--- src/rtl/gcd_pkg.sv ---
// Shared constants for the GCD FSMD: default width and the control-word encodings
// used by both the datapath and the control unit.
package gcd_pkg;
    localparam int DEFAULT_WIDTH = 8;

    localparam logic SUB_XY = 1'b0;
    localparam logic SUB_YX = 1'b1;

    localparam logic SEL_IN  = 1'b0;
    localparam logic SEL_SUB = 1'b1;
endpackage

--- src/rtl/gcd_iter_counter.sv ---
// Saturating subtract-step counter with a capture register that publishes the
// count of the last completed GCD.
module gcd_iter_counter #(
    parameter int ITER_W = 8
) (
    input  logic              clk,
    input  logic              reset,
    input  logic              clr_i,
    input  logic              inc_i,
    input  logic              cap_i,
    output logic [ITER_W-1:0] count_o,
    output logic [ITER_W-1:0] cap_o
);
    logic [ITER_W-1:0] count_q, count_d;
    logic [ITER_W-1:0] cap_q, cap_d;

    always_comb begin
        count_d = count_q;
        cap_d   = cap_q;
        if (clr_i) begin
            count_d = '0;
        end else if (inc_i && (count_q != {ITER_W{1'b1}})) begin
            count_d = count_q + 1'b1;
        end
        // Capture sees the count before this cycle's update.
        if (cap_i) begin
            cap_d = count_q;
        end
    end

    always_ff @(posedge clk or posedge reset) begin
        if (reset) begin
            count_q <= '0;
            cap_q   <= '0;
        end else begin
            count_q <= count_d;
            cap_q   <= cap_d;
        end
    end

    assign count_o = count_q;
    assign cap_o   = cap_q;
endmodule

--- src/rtl/gcd_datapath.sv ---
// Datapath half of the GCD FSMD: operand registers, shared subtractor, comparators,
// result register with sticky valid, and the subtract-step counter.
module gcd_datapath
    import gcd_pkg::*;
#(
    parameter int WIDTH  = DEFAULT_WIDTH,
    parameter int ITER_W = 8
) (
    input  logic              clk,
    input  logic              reset,
    input  logic              go_i,
    input  logic [WIDTH-1:0]  x_i,
    input  logic [WIDTH-1:0]  y_i,
    input  logic              ldx,
    input  logic              ldy,
    input  logic              ldd,
    input  logic              Sx,
    input  logic              Sy,
    input  logic              Ss,
    output logic              xeqy,
    output logic              xgty,
    output logic [WIDTH-1:0]  d_o,
    output logic              d_valid_o,
    output logic [ITER_W-1:0] iter_o
);
    logic [WIDTH-1:0]  x_q, x_d;
    logic [WIDTH-1:0]  y_q, y_d;
    logic [WIDTH-1:0]  d_q, d_d;
    logic              d_valid_q, d_valid_d;
    logic [WIDTH-1:0]  sub;
    logic              load_cycle;
    logic              sub_cycle;
    logic [ITER_W-1:0] count_unused;

    assign sub = (Ss == SUB_YX) ? (y_q - x_q) : (x_q - y_q);

    assign load_cycle = ldx & ldy & ~Sx & ~Sy;
    assign sub_cycle  = (ldx & Sx) | (ldy & Sy);

    // A zero operand counts as "equal" so the control unit never loops on y - 0.
    assign xeqy = (x_q == y_q) || (x_q == '0) || (y_q == '0);
    assign xgty = (x_q > y_q);

    always_comb begin
        x_d       = x_q;
        y_d       = y_q;
        d_d       = d_q;
        d_valid_d = d_valid_q;
        if (ldx) begin
            x_d = (Sx == SEL_SUB) ? sub : x_i;
        end
        if (ldy) begin
            y_d = (Sy == SEL_SUB) ? sub : y_i;
        end
        // ldd takes priority over go_i so a result landing with a new start stays valid.
        if (ldd) begin
            d_d       = (x_q == '0) ? y_q : x_q;
            d_valid_d = 1'b1;
        end else if (go_i) begin
            d_valid_d = 1'b0;
        end
    end

    always_ff @(posedge clk or posedge reset) begin
        if (reset) begin
            x_q       <= '0;
            y_q       <= '0;
            d_q       <= '0;
            d_valid_q <= 1'b0;
        end else begin
            x_q       <= x_d;
            y_q       <= y_d;
            d_q       <= d_d;
            d_valid_q <= d_valid_d;
        end
    end

    gcd_iter_counter #(
        .ITER_W (ITER_W)
    ) u_iter (
        .clk     (clk),
        .reset   (reset),
        .clr_i   (load_cycle),
        .inc_i   (sub_cycle),
        .cap_i   (ldd),
        .count_o (count_unused),
        .cap_o   (iter_o)
    );

    assign d_o       = d_q;
    assign d_valid_o = d_valid_q;
endmodule

--- config.mk ---
export PLATFORM = sky130hd
export DESIGN_NAME = gcd_datapath
export DESIGN_NICKNAME = d
export VERILOG_FILES = /design/src/rtl/gcd_pkg.sv /design/src/rtl/gcd_iter_counter.sv /design/src/rtl/gcd_datapath.sv
export SDC_FILE = /design/constraint.sdc
export NUM_CORES = 1
export LEC_CHECK = 0
export ABC_AREA = 1
export CAP_MARGIN = 20
export CORE_AREA = 2 2 90 92
export DETAILED_ROUTE_END_ITERATION = 8
export DIE_AREA = 0 0 92 94
export GPL_TIMING_DRIVEN = 0
export RECOVER_POWER = 100
export SETUP_SLACK_MARGIN = 0.2
export SLEW_MARGIN = 0
export SYNTH_ARGS = -nofsm -noshare
export SYNTH_HDL_FRONTEND = slang
export SYNTH_SLANG_ARGS = --single-unit
--- constraint.sdc ---
create_clock -name clk -period 1.8 [get_ports clk]
set_input_delay 0.27 -clock clk [delete_from_list [all_inputs] [get_ports clk]]
set_output_delay 0.27 -clock clk [all_outputs]
set_load 0.05 [all_outputs]
# After elaboration in Yosys (flattened, before gate mapping)
# Cells that the tools add are included.
# op_classes
addsub	3
multipliers	0
div_mod_pow	0
n_lt_le_gt_ge	1
n_eq_ne	2
n_shift	0
n_mux	8
bitwise_logic	8
n_reduce_logical	7
# ops
operator	count
8-bit 2-to-1 mux	6
8-bit zero test	2
8-bit subtractor	2
8-bit by 1-bit adder with 8-bit output, second input constant	1
8-bit equality test	1
8-bit > comparator	1
8-bit inequality test, second input constant	1
1-bit AND	5
2-bit nonzero test	2
1-bit logical OR	2
1-bit 2-to-1 mux	2
1-bit NOT	2
1-bit logical AND	1
1-bit bitwise OR	1
# word_totals
reg_bits	41
latchBits	0
ramBits	0
romBits	0
inputBits	25
out_inout_bits	19
word_cells	35
mem_count	0

# Longest topological paths before layout
# Gate-level depths: netlist (run 1).
# logic_depth
ltp_word	5
mapped_depth	14
ltp_nobuf	14

# By module
# From an unflattened synthesis (run 1), not the netlist that was laid out.
# unflattened
hier_cells	395
area_unflattened_um2	2808.9
# modules_own_cells
mod	n_inst	cells_per_inst	area_per_inst_um2	seq_area_each_um2
gcd_datapath	1	301	2024.4	625.6
gcd_iter_counter	1	94	784.5	400.4

# Worst setup path after synthesis (run 1)
# No wires, ideal clock.
# synth_path
path_type	register -> output
start	register x_q[0]
end	output xgty
arrival_ns	2.061
required_ns	1.530
slack_ns	-0.531
stages_incl_launch_ff	9
n_path_buf	0
path_cell_list	dfrtp_1 -> inv_1 -> ha_1 -> fa_1 -> inv_1 -> nand2_1 -> nand3_1 -> a21oi_1 -> a21oi_1
# synth_via
elab_chain_cells	1
# synth_lines
item	line	source
from (decl)	gcd_datapath.sv:26	logic [WIDTH-1:0] x_q, x_d;
from (signal assigned)	gcd_datapath.sv:66	x_q <= '0;
from (signal assigned)	gcd_datapath.sv:71	x_q <= x_d;
8-bit > comparator	gcd_datapath.sv:42	assign xgty = (x_q > y_q);
to (decl)	gcd_datapath.sv:21	output logic xgty,
# Every way passes these cells.

# Worst setup path after layout (run 1)
# layout_path
start	register y_q[0]
end	output xgty
# layout_via
elab_chain_cells	1
# layout_lines
item	line	source
from (decl)	gcd_datapath.sv:27	logic [WIDTH-1:0] y_q, y_d;
from (signal assigned)	gcd_datapath.sv:72	y_q <= y_d;
8-bit > comparator	gcd_datapath.sv:42	
# Every way passes these cells.

==> metrics.yaml, run 1 <==
status:
  outcome: "finished, violations left"
  failed_checks: "setup timing"
critical_path:
  rr_endpoint: "x_q[6]$_DFFE_PP0P_"
  reg2reg_slack_ns: -0.22
  cp.arrival_ns: 1.85
  rr_startpoint: "y_q[0]$_DFFE_PP0P_"
  crit_path_max_fanout: 2
  crit_type: "reg -> out"
  cp_data_required_time_ns: 1.53
  r2r_cells: 15
  crit_path_end_kind: "output pin"
  critical_path.startpoint_type: "flip-flop"
synthesis:
  synth-xor-area-share: 0.0126
  synth.cell_area_sq_mm: 0.00279
  synth_adder_area_share: 0.0952
  synth.area.mux_share: 0
  seq_area_frac_synth: 0.368
  postSynthAreaPerCell_sq_um: 7.06
  synth_top_family_by_area: "simple AND/OR/NAND/NOR gates"
  synth_cell_types: 27
  yosys.area_share.simple: 0.315
  ys_warn_count: 0
  synth_fp_nets: 440
  synth_compound_area_frac: 0.106
  synth_cells: 395
  synth_seq_cells: 41
cts:
  clk_latency_ns: 0.29
  cts_tree: "built"
  holdBufCountCts: 0
  cts_root_buf: "clkbuf_8"
  cts_buffers: 5
  path_clk_slew_ns: 0.09
  htreeDepth: 2
  clock_path_buffers: 2
  cts.sinks: 41
sta:
  final.min_clock_period_ns: 2.12
  max-slew-margin-rel: 0.424
  skew_ns: 0.0104
  maxSlewViolCount: 0
  hold_viol_final: 0
  finalCritPeriodShare: 1.18
  hold_ws_ns: 0.421
  grt_setup_unrepaired: "true"
  setup_viol: 16
  worstMarginPinSlew_ns: 0.863
  max_freq_mhz: 471
  worst_slack_ns: -0.322
grt:
  grt_pass1_vias: 2973
  grt_max_degree: 42
  grt_overflow: 0
  grt_pass1_wl_um: 14100
  grt.total_usage: 0.206
  antenna_found_initial: 0
power:
  irDropWorstVdd_mv: 0.652
  leakagePower_uw: 0.00206
  power.density_mw_per_mm2: 1360
cells_and_area:
  layout_common_cells: "86 x nand2_1, 42 x inv_1, 41 x nor2_1"
  final_cells: 581
  final_nets: 523
  syn_to_final_growth_pct: 48.6
  antennaDiodeCount: 0
  fill_cells: 720
  final_common_cell: "nand2_1"
  drive_gt1_frac: 0.326
place:
  post-place-ws_ns: -0.869
  placedCellCount: 536
  hpwlAfterDp_um: 5830
  gp_congestion: 0.883
  io_buffer_count: 39
route:
  wl_met1_um: 3780
  top_layer: "met4"
  vias_per_cell: 4.93
  vias: 2866
  wl_per_cell_um: 14.8
  wl_met2_um: 4290
  ant_nets: 0
  wl_met3_um: 324
  drc_errors: 0
  drtIter0Drc: 124
  first_pass_iters: 4
  wirelength_um: 8590
die:
  die_y_um: 94
  fp.dieW_um: 92
  core_sq_mm: 0.00761
  initial_core_util: 0.366
  rows: 32
  dieArea_sq_mm: 0.00865
  io_pins: 44
min_path:
  worstHoldStart: "Sy"
  hold_end: "y_q[1]$_DFFE_PP0P_"
  hold_depth: 4
  hold_path.class: "in -> reg"
job:
  drv_cap: 0
repair_timing:
item | in CTS | in global routing
setup endpoints to repair | 41 | 32
pin swaps | 25 | 28
gates resized for setup | 90 | 59
setup buffers | 26 | 11
endpoints found under the hold margin | 0 | 0
worst max-delay path, cell delays in order, from the launching register on:
cell	delay, ns
dfrtp_1	0.44
ha_4	0.18
fa_2	0.34
inv_2	0.08
nand2_2	0.05
nand3_2	0.08
a21oi_2	0.07
a21oi_4	0.13
buf_6	0.17
where the power goes:
| part | switching [uW] | leakage [uW] | internal [uW] |
|---|---|---|---|
| combinational | 2090 | 0.00151 | 1390 |
| sequential | 197 | 0.000498 | 1170 |
| clock | 326 | 0.0000585 | 453 |
per-stage QoR:
stage,area (sq um),power (uW),setup TNS [ns],util
after floorplan,2870,3310,-0.0163,-
final,4140,5620,-1.52,0.544
after CTS,3900,5220,-1.43,0.513
after global routing,4140,6030,-3.29,0.544
after detailed placement,3390,4010,-1.76,0.446
after global placement,3390,3970,-16.22,0.446
metal layers:
metal / track usage / up-vias
met5: 0 / -
met4: 0.0734 / 0
met3: 0.0233 / 16
met2: 0.366 / 78
met1: 0.260 / 1362
li1: - / 1410
registers in the layout (all words and copies together) (netlist names):
name            count
u_iter.cap_o        8
u_iter.count_o      8
d_valid_o           1
d_o                 8
x_q                 8
y_q                 8
worst max path at each step:
stage                                  start  endpoint  cells after the start
final                     y_q[0]$_DFFE_PP0P_      xgty                      8
after floorplan           x_q[0]$_DFFE_PP0P_      xgty                      8
after global placement    x_q[1]$_DFFE_PP0P_      xeqy                      6
after CTS                 y_q[0]$_DFFE_PP0P_      xgty                      8
after global routing      x_q[4]$_DFFE_PP0P_      xgty                     10
after detailed placement  x_q[6]$_DFFE_PP0P_      xeqy                      9
cells in the mapped netlist:
cell	count	share of area
clkbuf_1	2	0.0027
nand3_1	20	0.036
nand2_4	1	0.0040
nor3_1	1	0.0018
o211ai_1	3	0.0081
inv_2	4	0.0054
nor4_4	1	0.0076
o21ai_0	25	0.045
xnor2_1	2	0.0063
nor2_2	3	0.0067
o21ai_1	5	0.0090
a21oi_1	22	0.039
nor2_1	44	0.059
buf_4	4	0.011
nand4_1	10	0.022
dfrtp_1	41	0.37
xor2_1	2	0.0063
nand4_2	1	0.0045
clkinv_1	1	0.0013
fa_1	2	0.014
nand2_1	118	0.16
buf_6	2	0.0081
ha_1	18	0.081
buf_2	3	0.0054
o22ai_1	2	0.0045
inv_1	52	0.070
nand2_2	6	0.013
cell type report:
| cell class | count | area [sq um] | area share |
|---|---|---|---|
| multi-input cells | 286 | 1860 | 0.450 |
| flip-flops and latches | 41 | 1030 | 0.249 |
| repair buffers | 76 | 699 | 0.169 |
| inverters | 57 | 226 | 0.0547 |
| well taps | 102 | 128 | 0.0308 |
| clock buffers | 7 | 86.3 | 0.0208 |
| plain buffers | 11 | 77.6 | 0.0187 |
| clock inverters | 1 | 30.0 | 0.00725 |
cells by family after synthesis:
kind of cell	Yosys count
fa+ha+maj	20
buf+inv	68
simple gates	205
xor+xnor	4
compound gates	57
flops	41
No activity file was read; power rests on OpenSTA's default activity.
==> inputs of run 2 (changes only) <==
--- a/config.mk
+++ b/config.mk
@@ -6,7 +6,7 @@
 export NUM_CORES = 1
 export LEC_CHECK = 0
 export ABC_AREA = 1
-export CAP_MARGIN = 20
+export CAP_MARGIN = 10
 export CORE_AREA = 2 2 90 92
 export DETAILED_ROUTE_END_ITERATION = 8
 export DIE_AREA = 0 0 92 94
==> results of run 2 <==
The final DEF is identical to that of run 1; final timing and power are the same.
==> RTL edit 1: new RTL, settings of run 1 <==
Register the outputs `xeqy` and `xgty`, with the module's reset; this adds one clock of latency there. The other outputs are not delayed to match.
--- a/src/rtl/gcd_datapath.sv
+++ b/src/rtl/gcd_datapath.sv
@@ -38,8 +38,15 @@
     assign sub_cycle  = (ldx & Sx) | (ldy & Sy);
 
     // A zero operand counts as "equal" so the control unit never loops on y - 0.
-    assign xeqy = (x_q == y_q) || (x_q == '0) || (y_q == '0);
-    assign xgty = (x_q > y_q);
+    always_ff @(posedge clk or posedge reset) begin
+        if (reset) begin
+            xeqy <= '0;
+            xgty <= '0;
+        end else begin
+            xeqy <= (x_q == y_q) || (x_q == '0) || (y_q == '0);
+            xgty <= (x_q > y_q);
+        end
+    end
 
     always_comb begin
         x_d       = x_q;
Function: changed (a bounded check fails within 4 cycles, from zero or initial values and one cycle with reset high).
==> RTL edit 1 against run 1 <==
Final area up 1.6%. Cell count down 0.86%. Non-clock buffer count fell by 7. Worst setup slack improved by 0.35 ns. Power down 0.15%. Sequential cell count up 2. Count of clock-buffer cells in the layout decreased by 1. Clock power shrank 17%. Via count down 1.6%. Global-route usage decreased by 1.0 points. Wire length is 1.8% lower. Synthesized area rose by 1.8%. Critical path type is now reg2reg.
==> RTL edit 1: results (changes against run 1) <==
stage	metric	value	unit	change
run_status	status	completed		
clock_network	root_buffer	clkbuf_8		
timing	worst_pin_slew	0.578	ns	-0.285 ns
layout	layout.nets	518		-0.96%
routing	vias_per_cell	4.90		-0.72%
routing	post_drt_wl_per_cell	14.7	um	-0.90%
clock_network	clock_latency	0.31	ns	+0.02 ns
routing	wl	8.44	mm	-1.8%
logic_synthesis	syn_area_per_cell	7.15	sq um	+1.3%
critical_path	cp_max_fo	3		+1
critical_path	cpPeakStageDelay	0.39	ns	-0.05 ns
routing	drt_iter0_markers	141		+14%
placed_design	dpl.cell_count	539		+0.56%
global_routing	grt_pass1_wl	13.3	mm	-5.7%
logic_synthesis	synthTopCellsByCount	nand2_1, inv_1, nor2_1		
timing	worst_clock_skew	0.0112	ns	+0.000832 ns
critical_path	reg2reg_to	x_q[2]		
critical_path	end_kind	flop		
layout	drive_gt1_share	36.9	%	+4.4 points
placed_design	gp_congestion	0.917		+3.9%
hold_path	min-delay-path-class	in2async		
pwr	p_sw	2710	uW	+3.7%
logic_synthesis	ys_seq_area_share	37.9	%	+1.1 points
layout	n_fill_cell	717		-0.42%
critical_path	arrival	1.95	ns	+0.10 ns
global_routing	gr-usage-all-layers	19.6	%	-1.0 points
routing	drt_first_pass_iters	4		unchanged
placed_design	dpl.hpwl	5.92	mm	+1.6%
global_routing	grt_max_degree	33		-21%
critical_path	r2r_slack	0.02	ns	+0.24 ns
global_routing	grt_pass1_vias	2771		-6.8%
critical_path	ff2ff_path_depth	11		-4
pwr	ir_drop	0.711	mV	+9.1%
## RTL edit 1: layer usage
metal  GRT usage [%]  up-vias  wire length (um)
met4            5.22        0               101
met1            25.2     1356              3830
met3            2.73       11               221
li1                -     1401                 -
met5               0        -                 0
met2            34.7       53              4290
## RTL edit 1: worst max-delay path by stage
stage / start / to / slack [ns]
2_1_floorplan: y_q[0] / x_q[2] / 0.18
3_3_place_gp: reset / x_q[0] / -0.50
3_5_place_dp: y_q[0] / x_q[2] / -0.06
4_1_cts: y_q[0] / x_q[2] / 0.04
5_1_grt: y_q[0] / y_q[4] / -0.05
6_report: y_q[0] / x_q[2] / 0.02
## RTL edit 1: cells by family after synthesis
family / after synthesis / share of synthesized area (%)
xor gates and xnor gates: 4 / 1.23
and+or+nand+nor: 205 / 30.9
adders and majority gates: 20 / 9.35
buffers and inverters: 68 / 10.2
AOI/OAI and AO/OA: 57 / 10.4
DFF: 43 / 37.9
## RTL edit 1: final cells by class
type	instances	share of cell area, %
clock inverter	2	0.297
buffer	11	2.05
tap	102	3.03
timing repair buffer	69	15.0
inverter	57	5.38
sequential	43	25.8
multi-input combinational	286	46.7
clock buffer	6	1.72
## RTL edit 1: power groups by stage
stage / Combinational, uW / Clock (uW) / Sequential, uW
floorplan: 1410 / 0 / 1790
global placement: 2400 / 0 / 1460
detailed placement: 2420 / 0 / 1460
CTS: 2890 / 659 / 1430
global route: 3820 / 700 / 1490
finish: 3500 / 648 / 1470
## RTL edit 1: critical path, delay by kind of cell, from the launching register on
kind / cells / cell delay, ns
adders and majority gates: 2 / 0.48
DFF: 1 / 0.39
AOI/OAI and AO/OA: 3 / 0.24
buffers and inverters: 3 / 0.24
xor gates and xnor gates: 1 / 0.15
and+or+nand+nor: 2 / 0.14
## RTL edit 1: per-stage QoR
stage	hold WS, ns	power (uW)	cell area (sq um)	utilization [%]
2_1_floorplan	0.362	3200	2840	-
6_report	0.421	5610	4210	55.3
3_5_place_dp	0.463	3890	3380	44.4
5_1_grt	0.442	6010	4210	55.3
4_1_cts	0.226	4980	3790	49.9
3_3_place_gp	0.461	3860	3360	44.2
## RTL edit 1: what timing repair did
| action | 4_1_cts | 5_1_grt |
|---|---|---|
| hold endpoints to repair | 0 | 0 |
| pin swaps | 24 | 26 |
| hold buffers | 0 | 0 |
| cloned | 0 | 0 |
| buffers inserted | 20 | 9 |
| endpoints found under the setup margin | 43 | 32 |
| gates resized for setup | 80 | 99 |
==> RTL edit 2: new RTL, flow settings as in run 1 <==
Without the edit above. `DEFAULT_WIDTH`: 8 -> 6.
--- a/src/rtl/gcd_pkg.sv
+++ b/src/rtl/gcd_pkg.sv
@@ -1,7 +1,7 @@
 // Shared constants for the GCD FSMD: default width and the control-word encodings
 // used by both the datapath and the control unit.
 package gcd_pkg;
-    localparam int DEFAULT_WIDTH = 8;
+    localparam int DEFAULT_WIDTH = 6;
 
     localparam logic SUB_XY = 1'b0;
     localparam logic SUB_YX = 1'b1;
Ports: changed (resized d_o, x_i and y_i); port bits go from 44 to 38. The function was not compared with the original's and may differ.
==> RTL edit 2 against run 1 <==
The flow still finishes with violations (negative setup slack). Final area shrank 27%. Power shrank 11%. Wire length shrank 34%. Synthesized area shrank 24%. Worst setup slack gained 0.13 ns. Cell count shrank 25%. Non-clock buffer count shrank 26. Sequential cell count shrank 6. Clock skew shrank 0.0061 ns.
==> RTL edit 2: results (changes against run 1) <==
stage	metric	value	unit	change
global_routing	grt_pass1_wl	9.29	mm	-34%
layout	drive_gt1_share	23.4	%	-9.1 points
placed_design	gp_congestion	0.934		+5.8%
routing	wl	5.67	mm	-34%
routing	vias_per_cell	4.46		-9.7%
global_routing	grt_max_degree	21		-50%
pwr	p_leak	0.00149	uW	-28%
placed_design	dpl.cell_count	406		-24%
critical_path	crit_slowest_cell	dfrtp_1		
routing	drt_first_pass_iters	4		unchanged
layout	n_antenna_cell	0		unchanged
hold_path	min-delay-path-class	reg2reg		
logic_synthesis	ys_seq_area_share	41.5	%	+4.7 points
global_routing	gr-usage-all-layers	13.6	%	-7.1 points
critical_path	cpPeakStageDelay	0.39	ns	-0.05 ns
timing	setup_ws	-0.189	ns	+0.132 ns
logic_synthesis	synthTopCellsByCount	nand2_1, inv_1, dfrtp_1		
logic_synthesis	async_flop_share	100	%	unchanged
timing	worst_clock_skew	0.00430	ns	-0.00607 ns
logic_synthesis	syn_area_per_cell	7.94	sq um	+13%
global_routing	grt_pass1_vias	1981		-33%
pwr	ir_drop	0.450	mV	-31%
layout	layout.nets	367		-30%
logic_synthesis	yosysWarnings	0		unchanged
pwr	p_sw	2350	uW	-10%
logic_synthesis	synthTopCellsByArea	dfrtp_1, nand2_1, inv_1		
clock_network	clock_latency	0.28	ns	
placed_design	dpl.hpwl	4.20	mm	-28%
placed_design	portBuffers	37		-5.1%
logic_synthesis	yosysUniqueCellTypes	29		+7.4%
logic_synthesis	syn_nets	301		-32%
routing	drc	0		unchanged
run_status	status	complete, but fails checks		
clock_network	clockBufferDepth	2		unchanged
clock_network	htree_levels	2		unchanged
routing	via_count	1938		-32%
clock_network	root_buffer	clkbuf_8		
critical_path	path_delay_family	adder cells		
clock_network	cts.clk_slew.worst_paths	0.07	ns	-0.02 ns
timing	slew_headroom	58.0	%	+16 points
critical_path	cp_max_fo	2		unchanged
logic_synthesis	synth_ff_type	dfrtp_1		
run_status	violations	negative setup slack		
timing	final-setup-viol-count	3		-13
critical_path	arrival	1.72	ns	-0.13 ns
global_routing	antenna_found_initial	0		unchanged
routing	drt_iter0_markers	64		-48%
clock_network	cts_buffers	5		unchanged
[RTL edit 2: area by class of cell]
type                    count  area, sq um
fillers                   780         4590
clock inverters             1         5.00
flip-flops and latches     35          882
clock buffers               7         76.3
plain buffers               2         7.51
multi-input cells         186         1230
well taps                 102          128
repair buffers             59          529
inverters                  43          161
[RTL edit 2: power by group through the flow]
stage / Combinational (uW) / Sequential, uW / Clock (uW)
after CTS: 3000 / 1280 / 561
after floorplan: 1500 / 1590 / 0
after global placement: 2460 / 1300 / 0
after detailed placement: 2480 / 1310 / 0
final: 3190 / 1270 / 537
after global routing: 3470 / 1310 / 588
[RTL edit 2: worst register-to-register path, cell delays in order, from the launching register on]
cell	delay, ns
dfrtp_1	0.40
buf_4	0.14
inv_2	0.05
ha_4	0.16
fa_2	0.34
o211ai_1	0.18
nand2_1	0.11
xnor2_2	0.16
nand2_1	0.06
nand2_1	0.05
[RTL edit 2: through the flow]
stage	setup TNS (ns)	power [uW]	area [sq um]	setup WS [ns]	util [%]
floorplan	0	3080	2180	0.155	-
CTS	-0.302	4830	2980	-0.192	39.2
global placement	-5.01	3770	2680	-0.529	35.2
global route	-1.48	5360	3020	-0.282	39.7
detailed placement	-1.85	3790	2710	-0.543	35.6
finish	-0.386	5000	3020	-0.189	39.7
[RTL edit 2: cell families (layout without fill, tap and decap cells)]
logic type	count (synthesis)	count (layout)	share of synthesized area [%]
DFF	35	35	41.5
adders and majority gates	14	14	9.00
and+or+nand+nor	117	117	25.1
xor gates and xnor gates	4	4	1.66
AOI/OAI and AO/OA	51	51	14.8
buffers and inverters	45	112	8.00
[RTL edit 2: final timing paths]
kind | startpoint | cells past startpoint | slack (ns) | end
setup / recovery | x_q[0] | 9 | -0.19 | xgty
hold / removal | u_iter.cap_o[2] | 2 | 0.47 | u_iter.cap_o[2]
setup reg to reg | y_q[0] | 9 | 0.04 | x_q[4]
hold reg to reg | u_iter.cap_o[2] | 2 | 0.47 | u_iter.cap_o[2]
max in group asynchronous | reset | 3 | 0.33 | y_q[4]
min in group asynchronous | reset | 2 | 0.50 | d_valid_o
[RTL edit 2: what timing repair did]
item | CTS | global route
pin swaps | 16 | 10
gates resized for setup | 55 | 14
setup buffers | 16 | 5
setup endpoints to repair | 30 | 19
[RTL edit 2: per-layer routing]
layer	wire [um]	global-route usage, %	vias up
met2	2850	23.8	42
met4	79	3.73	0
li1	-	-	995
met3	286	2.73	9
met1	2460	17.0	892
met5	0	0	-
